**src/rtl/data_mem_ws.sv**
```systemverilog
// data_mem_ws: wait-state data memory with Req/Ready handshake, sized loads/stores and faults.
// Optional macro DMEM_PARITY_EN keeps one even-parity bit per byte and flags mismatches on loads.
module data_mem_ws #(
    parameter int DEPTH_LOG2   = 5,
    parameter int WAIT_CYCLES  = 2,
    parameter int INIT_SQUARES = 1
) (
    input  logic        Clock,
    input  logic        Reset_n,
    input  logic        Req,
    input  logic        Wr,
    input  logic [1:0]  Size,
    input  logic        Unsigned,
    input  logic [31:0] Addr,
    input  logic [31:0] WData,
    output logic        Ready,
    output logic [31:0] RData,
    output logic        Fault,
    output logic        Busy,
    output logic        ParityErr
);
    localparam int DEPTH = 2 ** DEPTH_LOG2;
    localparam logic [3:0] WC = 4'(WAIT_CYCLES);

    typedef logic [DEPTH-1:0][31:0] mem_t;
    typedef enum logic [1:0] {S_IDLE, S_WAIT, S_DONE} state_t;

    function automatic mem_t init_words();
        mem_t m;
        m = 'x;
        for (int i = 0; i < DEPTH; i++)
            if (INIT_SQUARES != 0) m[i] = 32'(i * i);
        return m;
    endfunction

    mem_t ram = init_words();

    state_t                state;
    logic [3:0]            cnt;
    logic [DEPTH_LOG2-1:0] idx_q;
    logic [1:0]            lane_q;
    logic [1:0]            size_q;
    logic                  wr_q;
    logic                  uns_q;
    logic [31:0]           wd_q;

    logic                  fault_in;
    logic                  do_access;
    logic [31:0]           word;
    logic [7:0]            b;
    logic [15:0]           h;
    logic [31:0]           ld;
    logic [31:0]           wrep;
    logic [3:0]            mask;
    logic                  par_bad;

    assign fault_in  = Size == 2'b11 || (Size == 2'b01 && Addr[0]) ||
                       (Size == 2'b10 && Addr[1:0] != 2'b00) ||
                       (Addr >> (DEPTH_LOG2 + 2)) != 32'd0;
    assign do_access = state == S_WAIT && cnt == 4'd0;

    // Lane selection, load extension and store replication for the latched request.
    always_comb begin
        word = ram[idx_q];
        b    = word[8*lane_q +: 8];
        h    = lane_q[1] ? word[31:16] : word[15:0];
        ld   = size_q == 2'b00 ? {{24{~uns_q & b[7]}}, b}
             : size_q == 2'b01 ? {{16{~uns_q & h[15]}}, h} : word;
        mask = size_q == 2'b00 ? 4'b0001 << lane_q
             : size_q == 2'b01 ? (lane_q[1] ? 4'b1100 : 4'b0011) : 4'b1111;
        wrep = size_q == 2'b00 ? {4{wd_q[7:0]}}
             : size_q == 2'b01 ? {2{wd_q[15:0]}} : wd_q;
    end

`ifdef DMEM_PARITY_EN
    typedef logic [DEPTH-1:0][3:0] par_t;

    function automatic par_t init_par();
        mem_t m;
        par_t p;
        m = init_words();
        for (int i = 0; i < DEPTH; i++)
            for (int k = 0; k < 4; k++)
                p[i][k] = ^m[i][8*k +: 8];
        return p;
    endfunction

    par_t       par = init_par();
    logic [3:0] calc;

    assign calc    = {^word[31:24], ^word[23:16], ^word[15:8], ^word[7:0]};
    assign par_bad = |((par[idx_q] ^ calc) & mask);
`else
    assign par_bad = 1'b0;
`endif

    // Store at the access edge: only the enabled byte lanes (and their parity) change.
    always_ff @(posedge Clock) begin
        if (Reset_n && do_access && wr_q)
            for (int k = 0; k < 4; k++)
                if (mask[k]) begin
                    ram[idx_q][8*k +: 8] <= wrep[8*k +: 8];
`ifdef DMEM_PARITY_EN
                    par[idx_q][k] <= ^wrep[8*k +: 8];
`endif
                end
    end

    // Handshake FSM with registered outputs: accept in IDLE, count waits, pulse Ready in DONE.
    always_ff @(posedge Clock) begin
        if (!Reset_n) begin
            state     <= S_IDLE;
            cnt       <= 4'd0;
            Ready     <= 1'b0;
            RData     <= 32'd0;
            Fault     <= 1'b0;
            Busy      <= 1'b0;
            ParityErr <= 1'b0;
        end else begin
            case (state)
                S_IDLE: if (Req) begin
                    idx_q     <= Addr[DEPTH_LOG2+1:2];
                    lane_q    <= Addr[1:0];
                    size_q    <= Size;
                    wr_q      <= Wr;
                    uns_q     <= Unsigned;
                    wd_q      <= WData;
                    cnt       <= WC;
                    Busy      <= 1'b1;
                    state     <= fault_in ? S_DONE : S_WAIT;
                    Ready     <= fault_in;
                    Fault     <= fault_in;
                    RData     <= 32'd0;
                    ParityErr <= 1'b0;
                end
                S_WAIT: if (cnt != 4'd0) begin
                    cnt <= cnt - 4'd1;
                end else begin
                    state     <= S_DONE;
                    Ready     <= 1'b1;
                    Fault     <= 1'b0;
                    RData     <= wr_q ? 32'd0 : ld;
                    ParityErr <= !wr_q && par_bad;
                end
                default: begin
                    state     <= S_IDLE;
                    Busy      <= 1'b0;
                    Ready     <= 1'b0;
                    RData     <= 32'd0;
                    Fault     <= 1'b0;
                    ParityErr <= 1'b0;
                end
            endcase
        end
    end
endmodule

```
**config.mk**
```make
export PLATFORM = sky130hd
export DESIGN_NAME = data_mem_ws
export DESIGN_NICKNAME = d
export VERILOG_FILES = /design/src/rtl/data_mem_ws.sv
export SDC_FILE = /design/constraint.sdc
export NUM_CORES = 1
export LEC_CHECK = 0
export ABC_AREA = 0
export CORE_UTILIZATION = 62
export CTS_CLUSTER_SIZE = 12
export DETAILED_ROUTE_END_ITERATION = 6
export PLACE_DENSITY = 0.8
export SYNTH_ARGS = -nofsm -noshare
export SYNTH_HDL_FRONTEND = slang
export SYNTH_SLANG_ARGS = --single-unit
```
**constraint.sdc**
```tcl
create_clock -name Clock -period 3.9 [get_ports Clock]
set_clock_uncertainty 0.2 [all_clocks]
set_input_delay 0.975 -clock Clock [delete_from_list [all_inputs] [get_ports Clock]]
set_output_delay 0.975 -clock Clock [all_outputs]
set_load 0.02 [all_outputs]
```
==> metrics <==
outcome=finished, violations left; failing checks=design-rule violations, negative setup slack; net load switching power=4.978 mW; arrival time worst endpoint=4.26 ns; relative contribution of sequential cells to total power=55.0%; share of the clock period used by the worst path=100.4%; Sequential Area=0.03284 mm^2; wire length after detailed routing=124200 um; fraction of registers with async set/reset=0%; die height=270.5 um; hold path cells=1; library cells used by synthesis=59; synthesized instance count=2699; Clock Tree Root=clkbuf_16; clock-pin slew on the worst setup and hold paths=0.07 ns; Remaining DRCs=15; Pwr Density=463.4 mW/mm^2; min Tclk post-route=3.915 ns; PnR Total Power=23.75 mW; combinational power share=4.4%; main area contributors after synthesis=edfxtp_1 (72%), mux2i_1 (6.7%), mux4_2 (5.6%); number of flip-flops and latches in the synthesized netlist=1107; sequential cell area fraction in the yosys report=73.50%; Slew HR=29.49%; post-synth design cell area=0.04468 mm^2; number of global-route vias before repair=26510; die area=0.07315 mm^2; CTS buffer count=109; clock insertion delay at the later pin of the skew report=0.69 ns; clock buffer depth=3; layout cells sized above 1=18.26%; worst vdd ir=0.0004399 V; Initial Util=62.61%; worst setup timing slack at the placement stage=0.1494 ns; hold endpoint=RData[21]$_SDFFE_PN0P_; first-pass GRT wire length=179600 um; via density per instance=6.777; number of antenna violations at the first check in global routing=4; Hold Path Origin=RData[21]$_SDFFE_PN0P_; Yosys Warn Count=0; horizontal extent of the die=270.5 um; hold-fix buffer count after cts=0; Min Hold Slack=0.2769 ns; reg-to-reg critical path startpoint=idx_q[1]$_DFFE_PP_; number of input and output port buffers inserted=105; Worst Path Required=4.24 ns; first-pass detailed-route iteration total=7; post-layout util=71.83%; destination of the worst register-to-register timing path=RData[5]$_SDFFE_PN0P_; R2R setup slack=-0.02 ns; Layout area overhead=14.72%; area of the core=0.07136 mm^2; average detailed-routed wire length per instance=30.99 um; synthesized area per cell=16.55 um^2; worst min-delay path class=flip-flop to flip-flop; H-tree depth reported by CTS=3; Starting DRT DRC Count=4379; kind of start point of the critical path=flip-flop; remaining number of nets flagged by the antenna check after routing=0; crit-path max FO=40; number of buffers inserted to repair setup after CTS=0; post-synth top area cell=edfxtp_1; switching portion of total power=20.96%; CTS sink cnt=1107; number of core rows=98; Final Hold Violating Endpoints=0; cts repair resizes=0; number of nets in the layout=3051; placed wire-length estimate=82580 um; fraction of power consumed by the clock network=40.6%; leakage power=17.89 nW; final max-slew violation count=0; total via count in the routed design=27160; Yosys top cell area share=71.71%; GRT Overall Usage=34.24%; Setup Total Neg Slack=-0.01538 ns; Peak Freq=255.4 MHz; Power Internal=18.78 mW; number of nets in the synthesized netlist=2772; maxcap violations=0; number of enable-type register cells in the synthesized netlist=1067; number of cells on the worst reg-to-reg path=10; most used flip-flop cell after synthesis=edfxtp_1; Remaining Overflow, GRT=0; RSZ-0062 raised after global routing=false; # setup viols final=1; largest net degree at the start of global routing=44; global placement routability congestion=0.9983; element type at the critical path end=flip-flop; I/O pin count=107; Final WS setup=-0.01538 ns; TritonCTS clock tree=done; total of fill cells in the finished design=4231; slew at the pin with the worst max-slew slack=1.058 ns; startpoint-to-endpoint class of the critical path=flip-flop to flip-flop; footprint of the multi-input gates=0.01090 mm^2
cell type report:
class                           count  share of cell area [%]
Antenna cell                        2                0.009764
Sequential cell                  1107                   64.07
Multi-Input combinational cell   1402                   21.27
Inverter                            5                 0.03661
Clock inverter                     23                  0.2563
Timing Repair Buffer              353                   6.024
Clock buffer                      166                   6.019
Tap cell                          950                   2.319
through the flow:
stage                     cells  instance area [um^2]
after floorplan            2699                 44680
after global placement     3817                 48040
after detailed placement   3817                 48040
after CTS                  4006                 51250
after global routing       4006                 51250
final                      4008                 51260
worst max-delay path, stage by stage (launching register included):
cell and delay [ns]:
edfxtp_1 0.59, buf_4 0.26, buf_12 0.28, buf_4 0.34, mux4_2 0.36, a22o_1 0.29, nor4_1 0.64, buf_4 0.25
nand2_1 0.05, a221oi_1 0.35, o21ai_1 0.11
cell families after synthesis:
family | after synthesis | synth area share [%]
XOR/XNOR | 2 | 0.03921
other | 1 | 0.008393
adder cells (fa/ha/maj) | 2 | 0.05600
AO/OA/AOI/OAI | 310 | 4.682
AND/OR/NAND/NOR | 655 | 6.592
buffers and inverters | 190 | 2.243
multiplexers | 432 | 12.88
flip-flops | 1107 | 73.50
power by group through the flow:
stage | sequential, mW | clock (mW) | combinational (mW)
after global placement | 13.3 | 0 | 0.981
after floorplan | 13.3 | 0 | 0.562
after detailed placement | 13.3 | 0 | 1.01
final | 13.1 | 9.65 | 1.05
after global routing | 13.1 | 10.1 | 1.08
after CTS | 13.1 | 9.65 | 1.02
flip-flops by register name (all words and copies together), names as in the netlist:
name and count:
wd_q 32, idx_q 5, uns_q 1, size_q 2
RData 32, Fault 1, lane_q 2, cnt 4
wr_q 1, Busy 1, ram 1024, Ready 1
state 1
cells in the final DEF, fill, tap and decap left out, types with 8 or more instances in the layout:
| cell | Yosys | routed |
|---|---|---|
| o21ai_0 | 17 | 17 |
| a21oi_2 | 0 | 8 |
| mux4_2 | 112 | 112 |
| nand3_1 | 34 | 34 |
| nor4_1 | 45 | 45 |
| a21o_1 | 9 | 9 |
| a221oi_1 | 11 | 11 |
| nand2_1 | 100 | 100 |
| mux2_2 | 23 | 23 |
| a22oi_1 | 33 | 33 |
| clkbuf_8 | 0 | 8 |
| and3_1 | 9 | 8 |
| dfxtp_1 | 40 | 40 |
| nand3_2 | 10 | 10 |
| clkinv_1 | 0 | 8 |
| a31oi_1 | 9 | 9 |
| clkinv_2 | 0 | 10 |
| clkbuf_1 | 92 | 46 |
| mux2i_1 | 297 | 297 |
| buf_12 | 0 | 14 |
| a21oi_1 | 36 | 28 |
| buf_4 | 25 | 234 |
| clkbuf_16 | 0 | 112 |
| a22o_1 | 34 | 34 |
| edfxtp_1 | 1067 | 1067 |
| o22ai_1 | 142 | 142 |
| nor2_1 | 401 | 400 |
| clkdlybuf4s50_1 | 0 | 105 |
routing by layer:
layer  routed length [um]  GRT usage [%]
met4                 5804          14.64
met1                43540          46.17
met2                56460          52.06
met5                   88              0
met3                18300          10.64
how the worst max path moves through the flow:
stage / startpoint / end / slack (ns)
floorplan: Reset_n / ram[0]$_DFFE_PP_ / 0.76
global placement: idx_q[0]$_DFFE_PP_ / RData[5]$_SDFFE_PN0P_ / 0.27
detailed placement: idx_q[1]$_DFFE_PP_ / RData[5]$_SDFFE_PN0P_ / 0.15
CTS: idx_q[1]$_DFFE_PP_ / RData[5]$_SDFFE_PN0P_ / 0.1
global route: idx_q[1]$_DFFE_PP_ / RData[5]$_SDFFE_PN0P_ / 0.007
finish: idx_q[1]$_DFFE_PP_ / RData[5]$_SDFFE_PN0P_ / -0.02
synth_stat cells, types with 9 or more instances:
master    count
clkbuf_1     92
mux2_2       23
nor2_1      401
a21oi_1      36
and3_1        9
nor4_1       45
mux4_2      112
o22ai_1     142
nand2_1     100
edfxtp_1   1067
a21o_1        9
a22oi_1      33
mux2i_1     297
dfxtp_1      40
buf_4        25
o21ai_0      17
a31oi_1       9
buf_6        19
a221oi_1     11
nand3_1      34
a22o_1       34
nand3_2      10
buf_2        40
Note: power is estimated with default switching activity, not from simulation.
